## src/rtl/sequence_playback_ctrl_pkg.sv

```systemverilog
// Shared types and timing constants for the tile sequence playback scheduler.
package sequence_playback_ctrl_pkg;

  typedef enum logic [2:0] {
    S_IDLE     = 3'd0,
    S_DRAW_ON  = 3'd1,
    S_WAIT_ON  = 3'd2,
    S_DRAW_OFF = 3'd3,
    S_WAIT_GAP = 3'd4,
    S_DONE     = 3'd5
  } state_t;

  localparam int TILE_W = 2;

  localparam int CLK_HZ           = 50_000_000;
  localparam int FLASH_CYCLES_50M = CLK_HZ / 2;  // 0.5 s highlight
  localparam int GAP_CYCLES_50M   = CLK_HZ / 4;  // 0.25 s between elements

endpackage

```

## src/rtl/playback_timer.sv

```systemverilog
// Down-counter shared by the flash and gap waits; zero is combinational from the count.
// Load takes priority; the count saturates at zero so it can never underflow.
// No handshake: the controller reloads on every wait-state entry.
module playback_timer #(
  parameter int TIMER_W = 25
) (
  input  logic               clock,
  input  logic               reset,
  input  logic               load,
  input  logic [TIMER_W-1:0] load_value,
  output logic               zero
);

  logic [TIMER_W-1:0] count;

  always_ff @(posedge clock) begin
    if (reset) begin
      count <= '0;
    end else if (load) begin
      count <= load_value;
    end else if (count != '0) begin
      count <= count - 1'b1;
    end
  end

  assign zero = (count == '0);

endmodule

```

## src/rtl/sequence_playback_ctrl.sv

```systemverilog
// Plays a latched tile sequence: highlighted draw, flash hold, normal redraw, gap, per element.
// Latency: start sampled in cycle 0 gives draw_req in cycle 1; all outputs registered.
// Backpressure: draw_req holds with stable tile/highlight until draw_ack is sampled.
module sequence_playback_ctrl
  import sequence_playback_ctrl_pkg::*;
#(
  parameter int SEQ_MAX      = 9,
  parameter int FLASH_CYCLES = FLASH_CYCLES_50M,
  parameter int GAP_CYCLES   = GAP_CYCLES_50M,
  parameter int TIMER_W      = 25
) (
  input  logic                  clock,
  input  logic                  reset,
  input  logic                  start,
  input  logic [2*SEQ_MAX-1:0]  seq,
  input  logic [3:0]            length,
  input  logic                  draw_ack,
  output logic                  draw_req,
  output logic [TILE_W-1:0]     tile,
  output logic                  highlight,
  output logic [3:0]            index,
  output logic                  busy,
  output logic                  done
);

  localparam logic [3:0]         SEQ_MAX_L  = 4'(SEQ_MAX);
  localparam logic [TIMER_W-1:0] FLASH_LOAD = TIMER_W'(FLASH_CYCLES - 1);
  localparam logic [TIMER_W-1:0] GAP_LOAD   = TIMER_W'(GAP_CYCLES - 1);

  state_t                state, state_nxt;
  logic [2*SEQ_MAX-1:0]  seq_q, seq_nxt;
  logic [3:0]            len_q, len_nxt;
  logic                  draw_req_nxt, highlight_nxt, busy_nxt, done_nxt;
  logic [TILE_W-1:0]     tile_nxt;
  logic [3:0]            index_nxt;
  logic [3:0]            len_clamp, index_inc;
  logic [TILE_W-1:0]     next_elem;
  logic                  tmr_load, tmr_zero;
  logic [TIMER_W-1:0]    tmr_value;

  assign len_clamp = (length > SEQ_MAX_L) ? SEQ_MAX_L : length;
  assign index_inc = index + 4'd1;
  assign next_elem = seq_q[{index_inc, 1'b0} +: TILE_W];

  playback_timer #(.TIMER_W(TIMER_W)) u_timer (
    .clock      (clock),
    .reset      (reset),
    .load       (tmr_load),
    .load_value (tmr_value),
    .zero       (tmr_zero)
  );

  always_ff @(posedge clock) begin
    if (reset) begin
      state     <= S_IDLE;
      seq_q     <= '0;
      len_q     <= '0;
      draw_req  <= 1'b0;
      tile      <= '0;
      highlight <= 1'b0;
      index     <= '0;
      busy      <= 1'b0;
      done      <= 1'b0;
    end else begin
      state     <= state_nxt;
      seq_q     <= seq_nxt;
      len_q     <= len_nxt;
      draw_req  <= draw_req_nxt;
      tile      <= tile_nxt;
      highlight <= highlight_nxt;
      index     <= index_nxt;
      busy      <= busy_nxt;
      done      <= done_nxt;
    end
  end

  // Outputs are computed for the state being entered, so they register alongside it.
  always_comb begin
    state_nxt     = state;
    seq_nxt       = seq_q;
    len_nxt       = len_q;
    draw_req_nxt  = draw_req;
    tile_nxt      = tile;
    highlight_nxt = highlight;
    index_nxt     = index;
    busy_nxt      = busy;
    done_nxt      = 1'b0;
    tmr_load      = 1'b0;
    tmr_value     = FLASH_LOAD;

    case (state)
      S_IDLE: begin
        busy_nxt     = 1'b0;
        draw_req_nxt = 1'b0;
        if (start) begin
          seq_nxt   = seq;
          len_nxt   = len_clamp;
          index_nxt = 4'd0;
          busy_nxt  = 1'b1;
          if (len_clamp == 4'd0) begin
            state_nxt = S_DONE;
            done_nxt  = 1'b1;
          end else begin
            state_nxt     = S_DRAW_ON;
            draw_req_nxt  = 1'b1;
            highlight_nxt = 1'b1;
            tile_nxt      = seq[TILE_W-1:0];
          end
        end
      end

      S_DRAW_ON: begin
        if (draw_ack) begin
          state_nxt    = S_WAIT_ON;
          draw_req_nxt = 1'b0;
          tmr_load     = 1'b1;
          tmr_value    = FLASH_LOAD;
        end
      end

      S_WAIT_ON: begin
        if (tmr_zero) begin
          state_nxt     = S_DRAW_OFF;
          draw_req_nxt  = 1'b1;
          highlight_nxt = 1'b0;
        end
      end

      S_DRAW_OFF: begin
        if (draw_ack) begin
          state_nxt    = S_WAIT_GAP;
          draw_req_nxt = 1'b0;
          tmr_load     = 1'b1;
          tmr_value    = GAP_LOAD;
        end
      end

      S_WAIT_GAP: begin
        if (tmr_zero) begin
          if (index == len_q - 4'd1) begin
            state_nxt = S_DONE;
            done_nxt  = 1'b1;
          end else begin
            state_nxt     = S_DRAW_ON;
            index_nxt     = index_inc;
            tile_nxt      = next_elem;
            draw_req_nxt  = 1'b1;
            highlight_nxt = 1'b1;
          end
        end
      end

      S_DONE: begin
        state_nxt = S_IDLE;
        busy_nxt  = 1'b0;
      end

      default: begin
        state_nxt = S_IDLE;
      end
    endcase
  end

endmodule
```

## config.mk

```make
export PLATFORM = sky130hd
export DESIGN_NAME = sequence_playback_ctrl
export DESIGN_NICKNAME = d
export VERILOG_FILES = /design/src/rtl/sequence_playback_ctrl_pkg.sv /design/src/rtl/playback_timer.sv /design/src/rtl/sequence_playback_ctrl.sv
export SDC_FILE = /design/constraint.sdc
export NUM_CORES = 1
export LEC_CHECK = 0
export CAP_MARGIN = 20
export CORE_MARGIN = 1
export CORE_UTILIZATION = 40
export CTS_BUF_LIST = sky130_fd_sc_hd__clkbuf_8 sky130_fd_sc_hd__clkbuf_16
export CTS_CLUSTER_DIAMETER = 150
export CTS_CLUSTER_SIZE = 30
export DETAILED_ROUTE_END_ITERATION = 12
export PLACE_DENSITY = 0.65
export SLEW_MARGIN = 20
export SYNTH_ARGS = -nofsm -noshare
export SYNTH_HDL_FRONTEND = slang
export SYNTH_SLANG_ARGS = --single-unit
```

## constraint.sdc

```tcl
create_clock -name clock -period 7.44 [get_ports clock]
set_input_delay 1.116 -clock clock [delete_from_list [all_inputs] [get_ports clock]]
set_output_delay 1.116 -clock clock [all_outputs]
set_load 0.1 [all_outputs]
```

# After elaboration in Yosys (flattened, before gate mapping)
# Index checks and enable logic that the tools add are counted.
# totals
reg_bits,60
in_bits,26
output_inout_bits,10
wordCells,87
# op_classes
n_addsub,3
magnitude_cmp,1
eq_ne,14
shift,1
mux,42
reduce_logical,16
# ops
operator,count
$mux 25,4
$logic_not 25->1,1
$reduce_bool 25->1,1
$sub 25x1->25 const B,1
$mux 3,7
$shiftx 18x6->2,1
$mux 1,16
$mux 4,4
$pmux 3 s5,1
$reduce_and 5->1,3
$ne 2x2->1 const B,7
$mux 2,4
$pmux 4 s2,1
$eq 3x2->1 const B,2
$eq 3x3->1 const B,2
$reduce_and 6->1,1
$reduce_bool 2->1,3
$add 4x1->4 const B,1
$eq 4x4->1,1
$gt 4x4->1 const B,1
$logic_not 4->1,1
$pmux 1 s2,2
$pmux 1 s4,1
$pmux 2 s2,1
10 further kinds,10

# Depth between registers and ports, before layout
# depth
word_depth,6
mapped_depth,9
mapped_depth_nobuf,7

# Cells and area by module
# Synthesis repeated with hierarchy kept, for this count alone.
# unflattened
hier_cells,377
hier_area_um2,3148.0
# modules_own_cells
mod,n_inst,cells_per_inst,area_per_inst_um2,seq_area_each_um2
sequence_playback_ctrl,1,222,1798.0,700.7
playback_timer,1,155,1350.0,500.5

# Least setup slack after synthesis
# Ideal clock, no wire load.
# synth_path
path_kind,register -> register
startpoint,register index[1]
endpoint,register tile[0]
setup_time_ps,133
arrival_ps,2501
t_required_ps,7307
slack_ps,4806
stages_incl_launch_ff,8
path_buffers,1
synth_period_minus_slack_ps,2634
cell_sequence,dfxtp_1 > ha_1 > clkbuf_1 > mux4_2 > mux2i_1 > nor3_1 > a221oi_1 > a211oi_1
# synth_between
elab_chain_cells,5
elab_cells_between_ends,8
classes_between,1 x add/sub; 2 x eq/ne; 1 x shift; 3 x mux; 1 x reduce/logical
# synth_lines
item,line,source
start: declaration,sequence_playback_ctrl.sv:21,"output logic [3:0] index,"
start signal: assignment,sequence_playback_ctrl.sv:71,index <= index_nxt;
$add 4x1->4,sequence_playback_ctrl.sv:42,assign index_inc = index + 4'd1;
$shiftx 18x6->2,sequence_playback_ctrl.sv:43,"assign next_elem = seq_q[{index_inc, 1'b0} +: TILE_W];"
$mux 2,sequence_playback_ctrl.sv:140,if (index == len_q - 4'd1) begin
$mux 2,sequence_playback_ctrl.sv:139,if (tmr_zero) begin
$pmux 2 s2,sequence_playback_ctrl.sv:91,case (state)
end signal: assignment,sequence_playback_ctrl.sv:69,tile <= tile_nxt;
end: declaration,sequence_playback_ctrl.sv:19,"output logic [TILE_W-1:0] tile,"
# Several ways; a longest one is shown, not always the timed one. The select of a mux whose other input is x is not followed.
# A chain may end at the register's enable or synchronous reset.

# Worst setup path in the final report
# layout_path
startpoint,register index[0]
endpoint,output port index[0]
# No word-level cell between the ends.

==> report_table.html <==
<table>
<tr><th>Metric</th><th>Value</th></tr>
<tr><th colspan="2">Clock tree</th></tr>
<tr><td>Total clock buffers created by CTS</td><td>9</td></tr>
<tr><td>Number of buffers between clock root and the deepest sink</td><td>2</td></tr>
<tr><td>Clock transition at the registers of the reported paths</td><td>roughly 70 ps</td></tr>
<tr><td>Number of gates given a new drive strength after cts</td><td>0</td></tr>
<tr><td>TritonCTS clock tree</td><td>yes</td></tr>
<tr><td>Setup bufs post-CTS</td><td>0</td></tr>
<tr><td>Clock Root Buffer</td><td>sky130_fd_sc_hd__clkbuf_8</td></tr>
<tr><td>Cts hold-fix bufs</td><td>0</td></tr>
<tr><td>Worst-Skew Late Latency</td><td>roughly 340 ps</td></tr>
<tr><td>Sink count of the clock tree</td><td>60</td></tr>
<tr><td>H-tree levels</td><td>3</td></tr>
<tr><th colspan="2">Setup path</th></tr>
<tr><td>Reg-to-reg startpoint</td><td>u_timer.count[7]</td></tr>
<tr><td>Crit path kind</td><td>register to output pin</td></tr>
<tr><td>Highest cell delay on the worst timing path</td><td>between 1000 and 1500 ps</td></tr>
<tr><td>Crit path max-delay cell type</td><td>sky130_fd_sc_hd__clkdlybuf4s50_1</td></tr>
<tr><td>Cell class contributing the biggest share of worst-path delay</td><td>buffers and inverters</td></tr>
<tr><td>Nature of the critical path endpoint</td><td>output pin</td></tr>
<tr><td>Largest fanout on the critical path</td><td>11</td></tr>
<tr><td>Worst reg-to-reg setup slack</td><td>4600 ps</td></tr>
<tr><td>CP Buf/Inv Count</td><td>1</td></tr>
<tr><td>Startpoint class of the critical path</td><td>register</td></tr>
<tr><td>Required @ worst endpoint</td><td>6320 ps</td></tr>
<tr><td>Cell-by-cell listing of the critical path</td><td>clkdlybuf4s50_1</td></tr>
<tr><td>Arrival time worst endpoint</td><td>around 2200 ps</td></tr>
<tr><td>Launch point of the worst path</td><td>index[0]</td></tr>
<tr><th colspan="2">STA</th></tr>
<tr><td>Final setup violation count</td><td>0</td></tr>
<tr><td>Highest attainable clock frequency</td><td>a little over 0.3 GHz</td></tr>
<tr><td>Transition time at the pin with the least slew margin</td><td>972 ps</td></tr>
<tr><td>Final-layout worst hold slack</td><td>about 450 ps</td></tr>
<tr><td>Remaining max-slew budget at the tightest pin</td><td>between 30% and 40%</td></tr>
<tr><td>RSZ-0062 raised after global routing</td><td>no</td></tr>
<tr><td>Final Skew</td><td>about 12 ps</td></tr>
<tr><td>Final total negative setup slack</td><td>0 ps</td></tr>
<tr><td>Final Hold Viols</td><td>0</td></tr>
<tr><td>Final critical-path share of the clock period</td><td>44.2%</td></tr>
<tr><td>Final count of pins violating max slew</td><td>0</td></tr>
<tr><td>Time the final worst path needs with I/O delays and setup</td><td>about 3300 ps</td></tr>
<tr><th colspan="2">Synth</th></tr>
<tr><td>Mapped Avg Cell Area</td><td>~8.4 sq um</td></tr>
<tr><td>Most common flop cell mapped by yosys</td><td>sky130_fd_sc_hd__dfxtp_1</td></tr>
<tr><td>Number of standard cells after synthesis</td><td>~370</td></tr>
<tr><td>Register area share after synthesis</td><td>between 30% and 40%</td></tr>
<tr><td>Distinct cell type count of the synthesized netlist</td><td>53</td></tr>
<tr><td>Cell types occupying the most area after synthesis</td><td>sky130_fd_sc_hd__dfxtp_1, sky130_fd_sc_hd__a21oi_1, sky130_fd_sc_hd__nand2_1</td></tr>
<tr><td>Flip-flop and latch count after synthesis</td><td>60</td></tr>
<tr><td>Share of Yosys cell area claimed by the top area cell type</td><td>~39%</td></tr>
<tr><td>Netlist area before placement</td><td>about 3100 sq um</td></tr>
<tr><td>Post-synthesis net count</td><td>about 400</td></tr>
<tr><td>Synth warnings</td><td>0</td></tr>
<tr><td>Cell taking the most area after synthesis</td><td>sky130_fd_sc_hd__dfxtp_1</td></tr>
<tr><td>Proportion of register bits with asynchronous set or reset after synthesis</td><td>0%</td></tr>
<tr><td>Post-synth EDFFs</td><td>0</td></tr>
<tr><th colspan="2">Final layout</th></tr>
<tr><td>Nets</td><td>~430</td></tr>
<tr><td>Count of antenna diodes in the layout</td><td>0</td></tr>
<tr><td>Most used cells in the layout excluding fill and tap cells</td><td>sky130_fd_sc_hd__dfxtp_1, sky130_fd_sc_hd__nand2_1, sky130_fd_sc_hd__a21oi_1, sky130_fd_sc_hd__clkdlybuf4s50_1, sky130_fd_sc_hd__xor2_1</td></tr>
<tr><td>Area of all placed cells without fillers</td><td>between 3000 and 4000 sq um</td></tr>
<tr><td>Fraction of final layout cells with drive strength greater than 1</td><td>8.25%</td></tr>
<tr><td>Number of filler instances in the final layout</td><td>717</td></tr>
<tr><td>Most frequent standard cell in the layout excluding fill and tap cells</td><td>sky130_fd_sc_hd__dfxtp_1</td></tr>
<tr><td>Post-synthesis to final-layout area growth</td><td>19.1%</td></tr>
<tr><td>Share of the core filled with cells</td><td>approximately 50%</td></tr>
<tr><th colspan="2">GRT</th></tr>
<tr><td>Via count of the first global-routing pass</td><td>~2600</td></tr>
<tr><td>Met3 Use GR</td><td>3.81%</td></tr>
<tr><td>Wire length of the first global-routing pass</td><td>about 13 mm</td></tr>
<tr><td>Met1 GRT Util</td><td>around a quarter</td></tr>
<tr><td>Maximum number of pins on one net before global-route repair</td><td>slightly below 50</td></tr>
<tr><td>Most used routing layer</td><td>met2</td></tr>
<tr><td>Initial antenna violation count</td><td>0</td></tr>
<tr><td>Met2 Usage GRT</td><td>29.8%</td></tr>
<tr><td>All-layer global routing usage</td><td>~19%</td></tr>
<tr><td>Total congestion overflow</td><td>0</td></tr>
<tr><th colspan="2">Routing</th></tr>
<tr><td>Total Routed Length</td><td>~7.5 mm</td></tr>
<tr><td>Post-detailed-route DRC marker count</td><td>0</td></tr>
<tr><td>Total iterations of the first detailed-routing run</td><td>5</td></tr>
<tr><td>Per-cell routed wire length</td><td>~15 um</td></tr>
<tr><td>Remaining antenna violation count after routing</td><td>0</td></tr>
<tr><td>DRC violation total after the first TritonRoute iteration</td><td>around 160</td></tr>
<tr><td>Post-DR vias/cell</td><td>between 5 and 6</td></tr>
<tr><td>Vias</td><td>2808</td></tr>
<tr><th colspan="2">Power</th></tr>
<tr><td>Worst IR Drop VDD</td><td>between 0.1 and 0.15 mV</td></tr>
<tr><td>Leak pwr</td><td>~1.3 nW</td></tr>
<tr><td>Power per standard cell area</td><td>around 350 nW/um^2</td></tr>
<tr><td>Total Power Consumption</td><td>about 1.3 mW</td></tr>
<tr><th colspan="2">Job</th></tr>
<tr><td>Total of max-cap violations</td><td>0</td></tr>
<tr><th colspan="2">Worst hold path</th></tr>
<tr><td>Start point of the worst hold path</td><td>seq_q[9]</td></tr>
<tr><td>Tightest Hold Check Type</td><td>register to register</td></tr>
<tr><th colspan="2">Place</th></tr>
<tr><td>Post-place instance area</td><td>about 3500 sq um</td></tr>
<tr><td>RD Place Congestion</td><td>0.814</td></tr>
<tr><td>HPWL after detailed placement</td><td>approximately 4.9 mm</td></tr>
<tr><td>Number of buffers added on ports</td><td>35</td></tr>
<tr><th colspan="2">Die</th></tr>
<tr><td>Die height</td><td>about 90 um</td></tr>
<tr><td>I/O pin cnt</td><td>36</td></tr>
<tr><td>Die Outline Area</td><td>just over 8000 sq um</td></tr>
<tr><td>Width of the die</td><td>~90 um</td></tr>
<tr><td>Starting density of the core</td><td>approximately 42%</td></tr>
<tr><td>Core Area</td><td>roughly 7400 sq um</td></tr>
<tr><td>Row cnt</td><td>31</td></tr>
<tr><th colspan="2">Outcome</th></tr>
<tr><td>Result of the run</td><td>finished clean</td></tr>
</table>
-- metal layers --
layer	vias to the layer above	wire length, um	share of wire [%]
met5	-	0	0
met3	12	324	4.3
li1	1384	-	-
met2	78	3360	45
met4	0	116	1.6
met1	1334	3680	49
-- cells in the mapped netlist, types with 3 or more instances --
library cell and count:
sky130_fd_sc_hd__dfxtp_1 60, sky130_fd_sc_hd__nand2_1 55, sky130_fd_sc_hd__a21oi_1 46, sky130_fd_sc_hd__xor2_1 22, sky130_fd_sc_hd__nor2_1 19, sky130_fd_sc_hd__o21ai_0 18, sky130_fd_sc_hd__clkbuf_1 16, sky130_fd_sc_hd__nor3_1 13
sky130_fd_sc_hd__inv_1 10, sky130_fd_sc_hd__nand3_1 10, sky130_fd_sc_hd__xnor2_1 10, sky130_fd_sc_hd__nor4_1 8, sky130_fd_sc_hd__nand4b_1 6, sky130_fd_sc_hd__or4_1 6, sky130_fd_sc_hd__nand4_1 5, sky130_fd_sc_hd__o211ai_1 5
sky130_fd_sc_hd__a211oi_1 4, sky130_fd_sc_hd__ha_1 4, sky130_fd_sc_hd__mux2i_1 4, sky130_fd_sc_hd__mux4_2 4, sky130_fd_sc_hd__nand2b_1 4, sky130_fd_sc_hd__nand3b_1 3
-- worst min-delay path, stage by stage, from the launching register on --
cell and delay, ps:
sky130_fd_sc_hd__dfxtp_1 310, sky130_fd_sc_hd__nand2_1 50, sky130_fd_sc_hd__a21oi_1 50
-- state kept, by name (all words and copies together) (netlist names) --
register       count
u_timer.count     25
seq_q             18
index              4
len_q              4
state              3
tile               2
busy               1
done               1
draw_req           1
highlight          1
-- metrics by stage --
stage,worst slack [ps],std cells
6_report,4150,499
5_1_grt,4080,499
4_1_cts,4120,499
3_5_place_dp,4340,483
3_3_place_gp,4380,483
2_1_floorplan,4810,369
-- cells by family after synthesis --
group                      synth area share (%)
AOI/OAI and AO/OA                          18.5
xor gates and xnor gates                   9.00
adders and majority gates                  1.61
buffers and inverters                      4.50
DFF                                        38.6
muxes                                      4.18
and+or+nand+nor                            23.6
-- worst paths after layout --
check	end	cells past startpoint
worst min register to register	seq_q[9]	2
worst max-delay path	index[0]	1
worst max register to register	index[2]	5
worst min-delay path	seq_q[9]	2
-- report_power, final --
part	internal, mW	total (mW)	switching (mW)
registers	0.390	0.466	0.0755
logic	0.205	0.534	0.329
clock network	0.171	0.299	0.129
total	0.766	1.30	0.533
-- cell type report --
| class | count | area (sq um) | area share [%] |
|---|---|---|---|
| multi-input combinational | 277 | 1780 | 47.9 |
| sequential | 60 | 1200 | 32.4 |
| clock inverter | 5 | 51.3 | 1.38 |
| timing repair buffer | 37 | 365 | 9.85 |
| clock buffer | 11 | 151 | 4.08 |
| tap | 99 | 124 | 3.34 |
| inverter | 10 | 37.5 | 1.01 |
(Power assumes the default switching activity.)
